--- src/rtl/alu_pkg.sv ---
// Shared opcodes, default width and flag bit positions for the 8-bit ALU.
package alu_pkg;

    localparam int ALU_WIDTH = 8;

    localparam logic [2:0] OP_ADD = 3'b000;
    localparam logic [2:0] OP_SUB = 3'b001;
    localparam logic [2:0] OP_AND = 3'b010;
    localparam logic [2:0] OP_OR  = 3'b011;
    localparam logic [2:0] OP_XOR = 3'b100;
    localparam logic [2:0] OP_NOT = 3'b101;
    localparam logic [2:0] OP_SHL = 3'b110;
    localparam logic [2:0] OP_SHR = 3'b111;

    // Bit positions inside the {N,Z,C,V} flags vector
    localparam int FLAG_N = 3;
    localparam int FLAG_Z = 2;
    localparam int FLAG_C = 1;
    localparam int FLAG_V = 0;

endpackage

--- src/rtl/adder_8bit.sv ---
// Ripple-carry adder from full-adder cells; also exposes the carry into the MSB
// so the caller can derive signed overflow as cout ^ c_msb.
module adder_8bit #(
    parameter int WIDTH = 8
) (
    input  logic [WIDTH-1:0] a,
    input  logic [WIDTH-1:0] b,
    input  logic             cin,
    output logic [WIDTH-1:0] sum,
    output logic             cout,
    output logic             c_msb
);

    logic [WIDTH:0] carry;

    assign carry[0] = cin;

    for (genvar gi = 0; gi < WIDTH; gi++) begin : g_fa
        assign sum[gi]       = a[gi] ^ b[gi] ^ carry[gi];
        assign carry[gi + 1] = (a[gi] & b[gi]) | (carry[gi] & (a[gi] ^ b[gi]));
    end

    assign cout  = carry[WIDTH];
    assign c_msb = carry[WIDTH-1];

endmodule

--- src/rtl/alu_8bit.sv ---
// 8-function ALU with a one-cycle registered result and asynchronous clear.
// Define ALU_FLAGS_EN to add the registered {N,Z,C,V} flags port.
module alu_8bit
    import alu_pkg::*;
#(
    parameter int WIDTH = ALU_WIDTH
) (
    input  logic             clk,
    input  logic             rst_n,
    input  logic [WIDTH-1:0] a,
    input  logic [WIDTH-1:0] b,
    input  logic [2:0]       op,
`ifdef ALU_FLAGS_EN
    output logic [3:0]       flags,
`endif
    output logic [WIDTH-1:0] result
);

    logic [WIDTH-1:0] result_d;
    logic [WIDTH-1:0] result_q;
    logic [WIDTH-1:0] add_b;
    logic [WIDTH-1:0] add_sum;
    logic             add_cin;
    logic             add_cout;
    logic             add_c_msb;

    // SUB reuses the adder as a + ~b + 1
    always_comb begin
        add_cin = (op == OP_SUB);
        add_b   = add_cin ? ~b : b;
    end

    adder_8bit #(
        .WIDTH (WIDTH)
    ) u_adder (
        .a     (a),
        .b     (add_b),
        .cin   (add_cin),
        .sum   (add_sum),
        .cout  (add_cout),
        .c_msb (add_c_msb)
    );

    always_comb begin
        result_d = '0;
        case (op)
            OP_ADD:  result_d = add_sum;
            OP_SUB:  result_d = add_sum;
            OP_AND:  result_d = a & b;
            OP_OR:   result_d = a | b;
            OP_XOR:  result_d = a ^ b;
            OP_NOT:  result_d = ~a;
            OP_SHL:  result_d = {a[WIDTH-2:0], 1'b0};
            OP_SHR:  result_d = {1'b0, a[WIDTH-1:1]};
            default: result_d = '0;
        endcase
    end

    always_ff @(posedge clk or negedge rst_n) begin
        if (!rst_n) begin
            result_q <= '0;
        end else begin
            result_q <= result_d;
        end
    end

    assign result = result_q;

`ifdef ALU_FLAGS_EN
    logic [3:0] flags_d;
    logic [3:0] flags_q;

    always_comb begin
        flags_d         = '0;
        flags_d[FLAG_N] = result_d[WIDTH-1];
        flags_d[FLAG_Z] = (result_d == '0);
        case (op)
            OP_ADD, OP_SUB: begin
                // For SUB the adder carry-out is "no borrow", i.e. a >= b
                flags_d[FLAG_C] = add_cout;
                flags_d[FLAG_V] = add_cout ^ add_c_msb;
            end
            OP_SHL:  flags_d[FLAG_C] = a[WIDTH-1];
            OP_SHR:  flags_d[FLAG_C] = a[0];
            default: flags_d[FLAG_C] = 1'b0;
        endcase
    end

    always_ff @(posedge clk or negedge rst_n) begin
        if (!rst_n) begin
            flags_q <= '0;
        end else begin
            flags_q <= flags_d;
        end
    end

    assign flags = flags_q;
`else
    logic unused_carry;
    assign unused_carry = add_cout ^ add_c_msb;
`endif

endmodule

--- config.mk ---
export PLATFORM = sky130hd
export DESIGN_NAME = alu_8bit
export DESIGN_NICKNAME = d
export VERILOG_FILES = /design/src/rtl/alu_pkg.sv /design/src/rtl/adder_8bit.sv /design/src/rtl/alu_8bit.sv
export SDC_FILE = /design/constraint.sdc
export NUM_CORES = 1
export LEC_CHECK = 0
export ABC_AREA = 1
export CAP_MARGIN = 20
export CORE_MARGIN = 1.5
export CORE_UTILIZATION = 55
export DETAILED_ROUTE_END_ITERATION = 10
export PLACE_DENSITY = 0.95
export SETUP_SLACK_MARGIN = 0.5
export SYNTH_ARGS = -nofsm -noshare
export SYNTH_HDL_FRONTEND = slang
export SYNTH_HIERARCHICAL = 1
export SYNTH_SLANG_ARGS = --single-unit
export TNS_END_PERCENT = 50
--- constraint.sdc ---
create_clock -name clk -period 1.1 [get_ports clk]
set_input_delay 0.275 -clock clk [delete_from_list [all_inputs] [get_ports clk]]
set_output_delay 0.275 -clock clk [all_outputs]
set_load 0.02 [all_outputs]
==> metrics.yaml <==
dp_cells: 259
drt-pass1-iter-count: 4
yosysUniqueCellTypes: 19
synth-seq-cells: 8
clkSinkCount: 8
rsz0062_at_grt: "yes"
die_area_sq_mm: 0.00278
fp-row-count: 17
synth_top_family_by_area: "simple AND/OR/NAND/NOR gates"
drc_errors: 0
dieWidth_um: 52.7
fill_cells: 134
die_h_um: 52.7
synth_top_cells_by_area: "dfrtp_1, ha_1, fa_1, inv_1, nor2_1"
root_buffer: "clkbuf_4"
path_class: "input pin to flop"
worst_pin_slew_ns: 0.346
synth-main-ff-cell: "dfrtp_1"
via_count: 1442
fin_cells: 265
yosys_warnings: 6
crit_fanout: 2
syn_avg_cell_area_sq_um: 7.34
clock_path_buffers: 2
crit_required_ns: 1.24
grt_max_degree: 32
syn_area_sq_mm: 0.00136
fmax_mhz: 284
drive_gt1_share_pct: 32.1
synth_edf_count: 0
violations: "setup timing"
tritoncts: "yes"
grt_pass1_vias: 1415
crit_path_start: "op[1]"
finalSetupViolCount: 8
dpl.hpwl_um: 2750
wirelength_um: 3770
grt.total_usage_pct: 30.2
io_buffers: 28
muxShareOfSynthArea_pct: 0
cp-start-kind: "input pin"
synth_common_cells: "inv_1, nor2_1, nand2_1"
status: "finished, violations left"
htreeDepth: 1
maxCapViolCount: 0
p_leak_uw: 0.00103
synthCells: 185
detail-route-antenna-nets: 0
syn_to_final_growth_pct: 40.8
grt_pass1_wl_um: 6110
async_flop_share_pct: 100
synthAdderAreaFrac_pct: 26.5
hold_viol: 0
wire_per_inst_um: 14.2
clk_pin_slew_ns: 0.05
antenna_found_initial: 0
synth-xor-area-share_pct: 5.16
grt_overflow: 0
synth.most_common_cell: "inv_1"
cp_data_arrival_time_ns: 3.66
finalSetupTns_ns: -10.26
period_needed_ns: 3.52
worst_slack_ns: -2.42
numCtsBuffers: 3
synth-simple-area-share_pct: 37.0
synth_compound_area_share_pct: 0
largest_reg_flops: 8
critPathCaptureType: "flop"
start_util_pct: 59.7
peakVddDrop_uv: 694
max_slew_margin_pct: 76.9
hold_path.class: "input pin to asynchronous set/reset pin"
yosysTopAreaCellShare_pct: 14.7
coreArea_sq_mm: 0.00228
ys_seq_area_share_pct: 14.7
dr.first_iter.drc_count: 85
ioPinCount: 29
finalNetCount: 284
synth_area_leader_cell: "dfrtp_1"
synth_fp_nets: 230
place_congestion: 0.859
min_period_over_period_pct: 320
slew_viol_final: 0
viasPerCell: 5.44
p_per_area_mw_per_mm2: 726
antenna_cells: 0
-- worst max-delay path, cell delays in order --
cell     delay (ns)
buf_8          0.10
nor2_8         0.13
nand2_8        0.06
xor2_2         0.15
fa_2           0.36
inv_2          0.07
fa_2           0.19
inv_2          0.04
fa_2           0.33
fa_2           0.35
fa_2           0.36
fa_2           0.34
inv_2          0.06
fa_1           0.18
inv_2          0.05
fa_1           0.44
nand2_1        0.08
nand3_1        0.07
-- area by class of cell --
class / instances / area, sq um / share of cell area (%)
multi-input combinational: 131 / 1000 / 52.4
inverter: 38 / 145 / 7.59
clock buffer: 3 / 22.5 / 1.18
timing repair buffer: 57 / 508 / 26.6
tap: 28 / 35.0 / 1.83
sequential: 8 / 200 / 10.5
-- how the worst max path moves through the flow --
stage / end / slack (ns) / depth (start not counted)
6_report: result[7]$_DFF_PN0_ / -2.42 / 18
5_1_grt: result[7]$_DFF_PN0_ / -2.47 / 18
3_3_place_gp: result[7]$_DFF_PN0_ / -2.99 / 18
2_1_floorplan: result[7]$_DFF_PN0_ / -2.58 / 18
3_5_place_dp: result[7]$_DFF_PN0_ / -3.12 / 18
4_1_cts: result[7]$_DFF_PN0_ / -2.38 / 18
-- layout by cell type (no fill, tap or decap), drive strengths merged --
| cell type | netlist | routed |
|---|---|---|
| nand2 | 23 | 23 |
| fa | 8 | 8 |
| dlygate4sd2 | 0 | 1 |
| dfrtp | 8 | 8 |
| buf | 8 | 40 |
| clkdlybuf4s15 | 0 | 1 |
| nand3 | 20 | 20 |
| ha | 16 | 16 |
| nand4 | 20 | 20 |
| clkbuf | 0 | 4 |
| clkdlybuf4s50 | 0 | 14 |
| xor2 | 8 | 8 |
| inv | 38 | 38 |
| nor2 | 36 | 36 |
-- per-layer routing --
layer	wire [um]	up-vias	GRT usage, %
met2	1980	74	53.5
met3	230	17	1.71
met5	0	-	0
li1	-	693	-
met4	147	0	18.4
met1	1420	658	35.2
-- through the flow --
stage / setup slack (ns) / hold WS (ns) / area (sq um) / total power [uW] / utilization, %
6_report: -2.42 / 0.286 / 1910 / 1390 / 84.1
5_1_grt: -2.47 / 0.300 / 1910 / 1490 / 84.1
4_1_cts: -2.38 / 0.293 / 1900 / 1370 / 83.3
3_5_place_dp: -3.12 / 0.569 / 1820 / 1090 / 80.0
3_3_place_gp: -2.99 / 0.558 / 1820 / 1050 / 80.0
2_1_floorplan: -2.58 / -0.0206 / 1400 / 772 / -
-- repair_timing --
item | CTS | global route
pin swaps | 7 | 1
setup buffers | 2 | 1
gates resized for setup | 81 | 5
endpoints found under the hold margin | 0 | 0
hold buffers | 0 | 0
setup endpoints to repair | 16 | 16
-- report_power, final --
group          leakage, uW  internal [uW]  switching, uW
logic             0.000916            376            428
clock network    0.0000138            125           99.7
registers        0.0000974            342           19.8
total              0.00103            842            547
-- cells by family (layout without fill, tap and decap cells) --
| logic type | count (synthesis) | count (layout) |
|---|---|---|
| xor gates and xnor gates | 8 | 8 |
| DFF | 8 | 8 |
| adders and majority gates | 24 | 24 |
| and+or+nand+nor | 99 | 99 |
| buffers and inverters | 46 | 98 |
Power figures use the tool's default switching activity.
